## src/rtl/pacman_mover_pkg.sv

```systemverilog
// Shared types and helpers for the grid-locked sprite mover: directions,
// FSM states, keyboard codes and direction helper functions.
package pacman_pkg;

  typedef enum logic [2:0] {
    NONE,
    UP,
    DOWN,
    LEFT,
    RIGHT
  } dir_t;

  typedef enum logic [2:0] {
    IDLE,
    LATCH,
    PROBE_TURN,
    WAIT_TURN,
    PROBE_FWD,
    WAIT_FWD,
    MOVE
  } state_t;

  localparam logic [7:0] KEY_W = 8'h1A;
  localparam logic [7:0] KEY_S = 8'h16;
  localparam logic [7:0] KEY_A = 8'h04;
  localparam logic [7:0] KEY_D = 8'h07;

  function automatic dir_t dir_reverse(input dir_t d);
    case (d)
      UP:      return DOWN;
      DOWN:    return UP;
      LEFT:    return RIGHT;
      RIGHT:   return LEFT;
      default: return NONE;
    endcase
  endfunction

  // Any keycode outside the four movement keys is "no request".
  function automatic dir_t key_to_dir(input logic [7:0] key);
    case (key)
      KEY_W:   return UP;
      KEY_S:   return DOWN;
      KEY_A:   return LEFT;
      KEY_D:   return RIGHT;
      default: return NONE;
    endcase
  endfunction

endpackage

```

## src/rtl/pacman_mover_if.sv

```systemverilog
// Tile-map query handshake between the mover (master) and the maze map (slave).
interface pacman_mover_if;

  logic       map_req;
  logic [5:0] map_col;
  logic [5:0] map_row;
  logic       map_valid;
  logic       map_wall;

  modport master (
    output map_req,
    output map_col,
    output map_row,
    input  map_valid,
    input  map_wall
  );

  modport slave (
    input  map_req,
    input  map_col,
    input  map_row,
    output map_valid,
    output map_wall
  );

endinterface

```

## src/rtl/pacman_mover_tile_neighbour.sv

```systemverilog
// Combinational neighbour-tile lookup: one step from (col,row) in dir, with
// out-of-range detection and the tunnel-row horizontal exception.
module tile_neighbour
  import pacman_pkg::*;
#(
  parameter int COLS       = 40,
  parameter int ROWS       = 30,
  parameter int TUNNEL_ROW = 14
) (
  input  logic [5:0] col,
  input  logic [5:0] row,
  input  dir_t       dir,
  output logic [5:0] n_col,
  output logic [5:0] n_row,
  output logic       out_of_range,
  output logic       tunnel_open
);

  localparam logic [6:0] COLS_W   = 7'(COLS);
  localparam logic [6:0] ROWS_W   = 7'(ROWS);
  localparam logic [5:0] TUNNEL_W = 6'(TUNNEL_ROW);

  logic [6:0] col_ext;
  logic [6:0] row_ext;
  logic       horizontal;

  // One extra bit so that stepping off column/row 0 wraps to a large value
  // and is caught by the same range compare as stepping off the far edge.
  always_comb begin
    col_ext = {1'b0, col};
    row_ext = {1'b0, row};
    case (dir)
      UP:      row_ext = {1'b0, row} - 7'd1;
      DOWN:    row_ext = {1'b0, row} + 7'd1;
      LEFT:    col_ext = {1'b0, col} - 7'd1;
      RIGHT:   col_ext = {1'b0, col} + 7'd1;
      default: ;
    endcase
  end

  assign horizontal   = (dir == LEFT) || (dir == RIGHT);
  assign out_of_range = (col_ext >= COLS_W) || (row_ext >= ROWS_W);
  assign tunnel_open  = out_of_range && horizontal && (row == TUNNEL_W);
  assign n_col        = col_ext[5:0];
  assign n_row        = row_ext[5:0];

endmodule

```

## src/rtl/pacman_mover.sv

```systemverilog
// Grid-locked sprite motion controller: once per frame it latches the key
// request, probes the tile map for walls and steps the sprite by SPEED pixels.
module pacman_mover
  import pacman_pkg::*;
#(
  parameter int SCREEN_W   = 640,
  parameter int SCREEN_H   = 480,
  parameter int TILE       = 16,
  parameter int SPEED      = 2,
  parameter int SIZE       = 6,
  parameter int START_COL  = 13,
  parameter int START_ROW  = 23,
  parameter int TUNNEL_ROW = 14
) (
  input  logic                  Clk,
  input  logic                  Reset,
  input  logic                  frame_tick,
  input  logic [7:0]            keycode,
  pacman_mover_if.master        map,
  output logic [9:0]            PosX,
  output logic [9:0]            PosY,
  output logic [9:0]            Size,
  output logic [3:0]            last_dirX,
  output logic [3:0]            last_dirY,
  output logic                  busy,
  output logic                  tick_overrun
);

  localparam int         TILE_LOG2 = $clog2(TILE);
  localparam int         COLS      = SCREEN_W / TILE;
  localparam int         ROWS      = SCREEN_H / TILE;
  localparam logic [9:0] TILE_MASK = 10'(TILE - 1);
  localparam logic [9:0] HALF      = 10'(TILE / 2);
  localparam logic [9:0] STEP      = 10'(SPEED);
  localparam logic [9:0] X_START   = 10'(START_COL * TILE + TILE / 2);
  localparam logic [9:0] Y_START   = 10'(START_ROW * TILE + TILE / 2);
  localparam logic [9:0] X_WRAP_HI = 10'(SCREEN_W - TILE / 2);
  localparam logic [5:0] TUNNEL_W  = 6'(TUNNEL_ROW);

  state_t     state_reg,    state_next;
  logic [9:0] pos_x_reg,    pos_x_next;
  logic [9:0] pos_y_reg,    pos_y_next;
  dir_t       cur_dir_reg,  cur_dir_next;
  dir_t       pend_dir_reg, pend_dir_next;
  logic [3:0] last_x_reg,   last_x_next;
  logic [3:0] last_y_reg,   last_y_next;
  logic       overrun_reg,  overrun_next;

  logic [5:0] tile_col;
  logic [5:0] tile_row;
  logic       centred;
  logic       on_tunnel_row;
  dir_t       key_dir;
  dir_t       pend_eff;
  dir_t       probe_dir;
  logic [5:0] nb_col;
  logic [5:0] nb_row;
  logic       nb_oor;
  logic       nb_tunnel;
  logic       probing;
  logic       ans_valid;
  logic       ans_wall;

  assign tile_col      = 6'(pos_x_reg >> TILE_LOG2);
  assign tile_row      = 6'(pos_y_reg >> TILE_LOG2);
  assign centred       = ((pos_x_reg & TILE_MASK) == HALF) &&
                         ((pos_y_reg & TILE_MASK) == HALF);
  assign on_tunnel_row = (tile_row == TUNNEL_W);
  assign key_dir       = key_to_dir(keycode);
  assign pend_eff      = (key_dir != NONE) ? key_dir : pend_dir_reg;

  // A single neighbour lookup serves both probes; the turn probe looks
  // along the queued direction, the forward probe along the current one.
  assign probe_dir = ((state_reg == PROBE_TURN) || (state_reg == WAIT_TURN))
                   ? pend_dir_reg : cur_dir_reg;

  tile_neighbour #(
    .COLS       (COLS),
    .ROWS       (ROWS),
    .TUNNEL_ROW (TUNNEL_ROW)
  ) u_neighbour (
    .col          (tile_col),
    .row          (tile_row),
    .dir          (probe_dir),
    .n_col        (nb_col),
    .n_row        (nb_row),
    .out_of_range (nb_oor),
    .tunnel_open  (nb_tunnel)
  );

  assign probing       = (state_reg == PROBE_TURN) || (state_reg == PROBE_FWD);
  assign map.map_req   = probing && !nb_oor;
  assign map.map_col   = nb_col;
  assign map.map_row   = nb_row;

  // Out-of-range neighbours are answered locally in the probe cycle, so the
  // probe and wait states share the same answer-handling transitions.
  always_comb begin
    ans_valid = 1'b0;
    ans_wall  = 1'b0;
    case (state_reg)
      PROBE_TURN, PROBE_FWD: begin
        if (nb_oor) begin
          ans_valid = 1'b1;
          ans_wall  = !nb_tunnel;
        end
      end
      WAIT_TURN, WAIT_FWD: begin
        ans_valid = map.map_valid;
        ans_wall  = map.map_wall;
      end
      default: ;
    endcase
  end

  always_comb begin
    state_next    = state_reg;
    pos_x_next    = pos_x_reg;
    pos_y_next    = pos_y_reg;
    cur_dir_next  = cur_dir_reg;
    pend_dir_next = pend_dir_reg;
    last_x_next   = last_x_reg;
    last_y_next   = last_y_reg;
    overrun_next  = overrun_reg;

    if (frame_tick && (state_reg != IDLE)) begin
      overrun_next = 1'b1;
    end

    case (state_reg)
      IDLE: begin
        if (frame_tick) begin
          state_next = LATCH;
        end
      end

      LATCH: begin
        pend_dir_next = pend_eff;
        if ((pend_eff != NONE) && (pend_eff == dir_reverse(cur_dir_reg))) begin
          cur_dir_next  = pend_eff;
          pend_dir_next = NONE;
          state_next    = MOVE;
        end else if (centred && (pend_eff != NONE) && (pend_eff != cur_dir_reg)) begin
          state_next = PROBE_TURN;
        end else if (centred && (cur_dir_reg != NONE)) begin
          state_next = PROBE_FWD;
        end else begin
          state_next = MOVE;
        end
      end

      PROBE_TURN, WAIT_TURN: begin
        if (ans_valid) begin
          if (!ans_wall) begin
            cur_dir_next  = pend_dir_reg;
            pend_dir_next = NONE;
            state_next    = MOVE;
          end else if (cur_dir_reg != NONE) begin
            state_next = PROBE_FWD;
          end else begin
            state_next = IDLE;
          end
        end else if (state_reg == PROBE_TURN) begin
          state_next = WAIT_TURN;
        end
      end

      PROBE_FWD, WAIT_FWD: begin
        if (ans_valid) begin
          if (ans_wall) begin
            cur_dir_next = NONE;
            state_next   = IDLE;
          end else begin
            state_next = MOVE;
          end
        end else if (state_reg == PROBE_FWD) begin
          state_next = WAIT_FWD;
        end
      end

      MOVE: begin
        state_next = IDLE;
        case (cur_dir_reg)
          UP: begin
            pos_y_next  = pos_y_reg - STEP;
            last_x_next = 4'h0;
            last_y_next = 4'hF;
          end
          DOWN: begin
            pos_y_next  = pos_y_reg + STEP;
            last_x_next = 4'h0;
            last_y_next = 4'h1;
          end
          LEFT: begin
            if (on_tunnel_row && (pos_x_reg == HALF)) begin
              pos_x_next = X_WRAP_HI;
            end else begin
              pos_x_next = pos_x_reg - STEP;
            end
            last_x_next = 4'hF;
            last_y_next = 4'h0;
          end
          RIGHT: begin
            if (on_tunnel_row && (pos_x_reg == X_WRAP_HI)) begin
              pos_x_next = HALF;
            end else begin
              pos_x_next = pos_x_reg + STEP;
            end
            last_x_next = 4'h1;
            last_y_next = 4'h0;
          end
          default: ;
        endcase
      end

      default: state_next = IDLE;
    endcase
  end

  always_ff @(posedge Clk) begin
    if (!Reset) begin
      state_reg    <= IDLE;
      pos_x_reg    <= X_START;
      pos_y_reg    <= Y_START;
      cur_dir_reg  <= NONE;
      pend_dir_reg <= NONE;
      last_x_reg   <= 4'h0;
      last_y_reg   <= 4'h0;
      overrun_reg  <= 1'b0;
    end else begin
      state_reg    <= state_next;
      pos_x_reg    <= pos_x_next;
      pos_y_reg    <= pos_y_next;
      cur_dir_reg  <= cur_dir_next;
      pend_dir_reg <= pend_dir_next;
      last_x_reg   <= last_x_next;
      last_y_reg   <= last_y_next;
      overrun_reg  <= overrun_next;
    end
  end

  assign PosX         = pos_x_reg;
  assign PosY         = pos_y_reg;
  assign Size         = 10'(SIZE);
  assign last_dirX    = last_x_reg;
  assign last_dirY    = last_y_reg;
  assign busy         = (state_reg != IDLE);
  assign tick_overrun = overrun_reg;

endmodule

```

## src/flat_wrapper.sv

```systemverilog
// flat-port wrapper written by rule: the top's interface ports become plain ports
module pacman_mover_flat import pacman_pkg::*;
#(
  parameter int SCREEN_W   = 640,
  parameter int SCREEN_H   = 480,
  parameter int TILE       = 16,
  parameter int SPEED      = 2,
  parameter int SIZE       = 6,
  parameter int START_COL  = 13,
  parameter int START_ROW  = 23,
  parameter int TUNNEL_ROW = 14
)
  (Clk, Reset, frame_tick, keycode, PosX, PosY, Size, last_dirX, last_dirY, busy, tick_overrun, map_map_req, map_map_col, map_map_row, map_map_valid, map_map_wall);
  pacman_mover_if map_i ();
  input  logic Clk;
  input  logic Reset;
  input  logic frame_tick;
  input  logic [7:0] keycode;
  output logic [9:0] PosX;
  output logic [9:0] PosY;
  output logic [9:0] Size;
  output logic [3:0] last_dirX;
  output logic [3:0] last_dirY;
  output logic busy;
  output logic tick_overrun;
  output wire logic [$bits(map_i.map_req)-1:0] map_map_req;
  output wire logic [$bits(map_i.map_col)-1:0] map_map_col;
  output wire logic [$bits(map_i.map_row)-1:0] map_map_row;
  input wire logic [$bits(map_i.map_valid)-1:0] map_map_valid;
  input wire logic [$bits(map_i.map_wall)-1:0] map_map_wall;
  assign map_map_req = map_i.map_req;
  assign map_map_col = map_i.map_col;
  assign map_map_row = map_i.map_row;
  assign map_i.map_valid = map_map_valid;
  assign map_i.map_wall = map_map_wall;
  pacman_mover #(.SCREEN_W(SCREEN_W), .SCREEN_H(SCREEN_H), .TILE(TILE), .SPEED(SPEED), .SIZE(SIZE), .START_COL(START_COL), .START_ROW(START_ROW), .TUNNEL_ROW(TUNNEL_ROW)) u_core (.Clk(Clk), .Reset(Reset), .frame_tick(frame_tick), .keycode(keycode), .map(map_i), .PosX(PosX), .PosY(PosY), .Size(Size), .last_dirX(last_dirX), .last_dirY(last_dirY), .busy(busy), .tick_overrun(tick_overrun));
endmodule
```

## config.mk

```make
export PLATFORM = sky130hd
export DESIGN_NAME = pacman_mover_flat
export DESIGN_NICKNAME = d
export VERILOG_FILES = /design/src/rtl/pacman_mover_pkg.sv /design/src/rtl/pacman_mover_if.sv /design/src/rtl/pacman_mover_tile_neighbour.sv /design/src/rtl/pacman_mover.sv /design/src/flat_wrapper.sv
export SDC_FILE = /design/constraint.sdc
export NUM_CORES = 1
export LEC_CHECK = 0
export BUFFER_PORTS_ARGS = -buffer_cell sky130_fd_sc_hd__buf_2
export CAP_MARGIN = 20
export CORE_MARGIN = 2
export CORE_UTILIZATION = 45
export DETAILED_ROUTE_END_ITERATION = 6
export HOLD_SLACK_MARGIN = 0.03
export PLACE_DENSITY_LB_ADDON = 0.25
export SLEW_MARGIN = 15
export SYNTH_ARGS = -nofsm -noshare
export SYNTH_HDL_FRONTEND = slang
export SYNTH_SLANG_ARGS = --single-unit
```

## constraint.sdc

```tcl
create_clock -name Clk -period 3.6 [get_ports Clk]
set_input_delay 0.36 -clock Clk [delete_from_list [all_inputs] [get_ports Clk]]
set_output_delay 0.36 -clock Clk [all_outputs]
set_load 0.01 [all_outputs]
```

==> results_dict.tcl <==
set metrics [dict create \
    ir_worst_vdd_v 0.000351 \
    initial_utilization_pct 46.4 \
    dp_worst_setup_slack_ns 0.0208 \
    clock.fmax_ghz 0.287 \
    finalCritPeriodShare_pct 96.8 \
    place_inst 596 \
    rrSetupSlack_ns 0.16 \
    hold_path.startpoint "frame_tick" \
    routedWlPerCell_microns 15.0 \
    drc 0 \
    dieArea_sq_um 8140 \
    r2r_start "u_core.pend_dir_reg[0]" \
    grt_pass1_wl_microns 14500 \
    reg2regPathDepth 14 \
    min_path_cells 3 \
    hold_ws_ns 0.325 \
    hold_class "input port to flop" \
    synth_area_leaders "dfxtp_1 19%, ha_1 7.9%, a21oi_1 6.0%" \
    wirelength_microns 9110 \
    setup_tns_ns 0 \
    worstSkewPairLatency_ns 0.29 \
    fin_nets 544 \
    hold_end "u_core.tick_overrun" \
    leakage_nw 1.66 \
    syn_inst 449 \
    status "finished, final reports clean" \
    rsz0062_at_grt "false" \
    crit_chain "buf_4 -> nor3b_4 -> mux2i_1 -> buf_4 -> fa_2 -> a21o_1 -> a21oi_2 -> xnor2_1 -> or2_2 -> a211o_1 -> a21oi_2 -> and3_1 -> buf_2" \
    h-tree-depth 2 \
    io_pins 66 \
    synth_top_area_share_pct 19.1 \
    drive_above_1_share_pct 24.8 \
    r2r-end "u_core.cur_dir_reg[2]" \
    netlist_area_sq_um 3350 \
    setup_ws_ns 0.116 \
    fin_area_sq_um 4000 \
    power.density_nw_per_um2 462 \
    crit_path_end_kind "primary output" \
    finalPower_mw 1.84 \
    die_y_microns 90.2 \
    grt_max_degree 19 \
    synth-warning-count 0 \
    clock_skew_ns 0.00444 \
    syn_avg_cell_area_sq_um 7.45 \
    clock_sinks 32 \
    clock_path_buffers 2 \
    grt_pass1_vias 3086 \
    critical_path_arrival_ns 3.12 \
    ys_types 66 \
    start_kind "flop" \
    antenna_found_initial 0 \
    io_buffers 53 \
    antennaDiodeCount 0 \
    yosys-top-cells-count "40 x a21oi_1, 37 x nor2_1, 35 x nand2_1" \
    grt_overflow_total 0 \
    grt_usage_pct 21.2 \
    period_needed_ns 3.48 \
    ys_ff_latch 32 \
    synth_most_common_cell "a21oi_1" \
    clkSlewWorstSetupHoldPaths_ns 0.07 \
    dr.pass1.iters 5 \
    drt_iter0_drc 242 \
    synth_edf_count 0 \
    fin_util_pct 55.4 \
    yosys_most_used_dff "dfxtp_1" \
    vias 3552 \
    slowest_delay_ns 0.35 \
    report.final.slew_viol_count 0 \
    die_w_microns 90.2 \
    placed_area_sq_um 3760 \
    clockRootBuffer "clkbuf_8" \
    cts_inserted_buffers 5 \
    synth_largest_area_cell "dfxtp_1" \
    max-slew-margin-rel_pct 56.2 \
    path_class "flop to primary output" \
    setup_viol 0 \
    rows 31 \
    via_per_inst 5.85 \
    final_cells 607 \
    crit_slowest_cell "fa_2" \
    required_ns 3.24 \
    final_antenna_net_count 0 \
    core_region_area_sq_um 7210 \
    place_hpwl_microns 6780 \
    gp_congestion 0.887 \
    seq_area_frac_synth_pct 19.1 \
    syn2layout_area_growth_pct 19.4 \
    crit_fanout 7 \
    finalHoldViolations 0 \
    max_cap_violations 0 \
    cts_tree "yes" \
    async_flop_share_pct 0 \
    tightest_slew_ns 0.656 \
]
## how the worst max path moves through the flow
stage	start	slack (ns)	to
2_1_floorplan	u_core.cur_dir_reg[1]	0.005	u_core.cur_dir_reg[1]
3_3_place_gp	u_core.cur_dir_reg[1]	0.03	map_map_req
3_5_place_dp	u_core.cur_dir_reg[1]	0.02	map_map_req
4_1_cts	u_core.pend_dir_reg[1]	0.02	map_map_req
5_1_grt	u_core.pend_dir_reg[0]	0.007	u_core.cur_dir_reg[0]
6_report	u_core.pend_dir_reg[1]	0.12	map_map_req
## critical path: cells and delay by family (launching register included)
kind | cells | cell delay, ns
multiplexers | 1 | 0.11
XOR/XNOR | 1 | 0.09
AO/OA/AOI/OAI | 4 | 0.84
adder cells (fa/ha/maj) | 1 | 0.35
AND/OR/NAND/NOR | 3 | 0.66
flip-flops | 1 | 0.32
buffers and inverters | 3 | 0.47
## layout by cell type (no fill, tap or decap), drive strengths merged, types with 6 or more instances in the layout
master,netlist,layout
buf,22,83
a21oi,42,42
nor2,37,37
nand2,35,35
dfxtp,32,32
o21ai,27,27
ha,21,21
inv,19,19
xnor2,17,17
nand3,13,13
conb,2,12
nor3,10,10
xor2,8,8
mux2,7,8
or3,7,7
o211ai,7,7
a21o,6,6
o22ai,6,6
clkbuf,21,6
a31oi,6,6
## cells by family (layout without fill, tap and decap cells)
group	after synthesis	in the layout	share of synthesized area, %
and+or+nand+nor	146	146	22.0
AOI/OAI and AO/OA	145	145	29.5
buffers and inverters	63	111	9.05
DFF	32	32	19.1
xor gates and xnor gates	25	25	6.54
adders and majority gates	24	24	9.64
muxes	12	13	3.85
other	2	12	0.224
## repair_timing
item                       in CTS  in global routing
setup buffers                   1                  1
hold buffers                    0                  0
gates resized for setup         6                 14
setup endpoints to repair       4                  8
pin swaps                       0                  4
gates cloned                    0                  1
## metal layers
metal  routed length (microns)  vias up  part of all wire [%]  GRT usage (%)
li1                          -     1750                     -              -
met3                       512       24                   5.6           3.44
met1                      4240     1636                    47           28.7
met5                         0        -                     0              0
met4                       188        0                   2.1           7.44
met2                      4170      142                    46           34.1
## area by class of cell
type,instances,area [sq um]
Clock buffer,6,72.6
Tap cell,99,124
Fill cell,723,3220
Sequential cell,32,643
Inverter,20,75.1
Clock inverter,2,35.0
Timing Repair Buffer,83,490
Multi-Input combinational cell,365,2550
## power by group
part,leakage [nW],internal [mW],switching (mW)
Combinational,1.35,0.455,0.613
Sequential,0.260,0.385,0.0388
Clock,0.0552,0.205,0.146
Note: power is estimated with default switching activity, not from simulation.
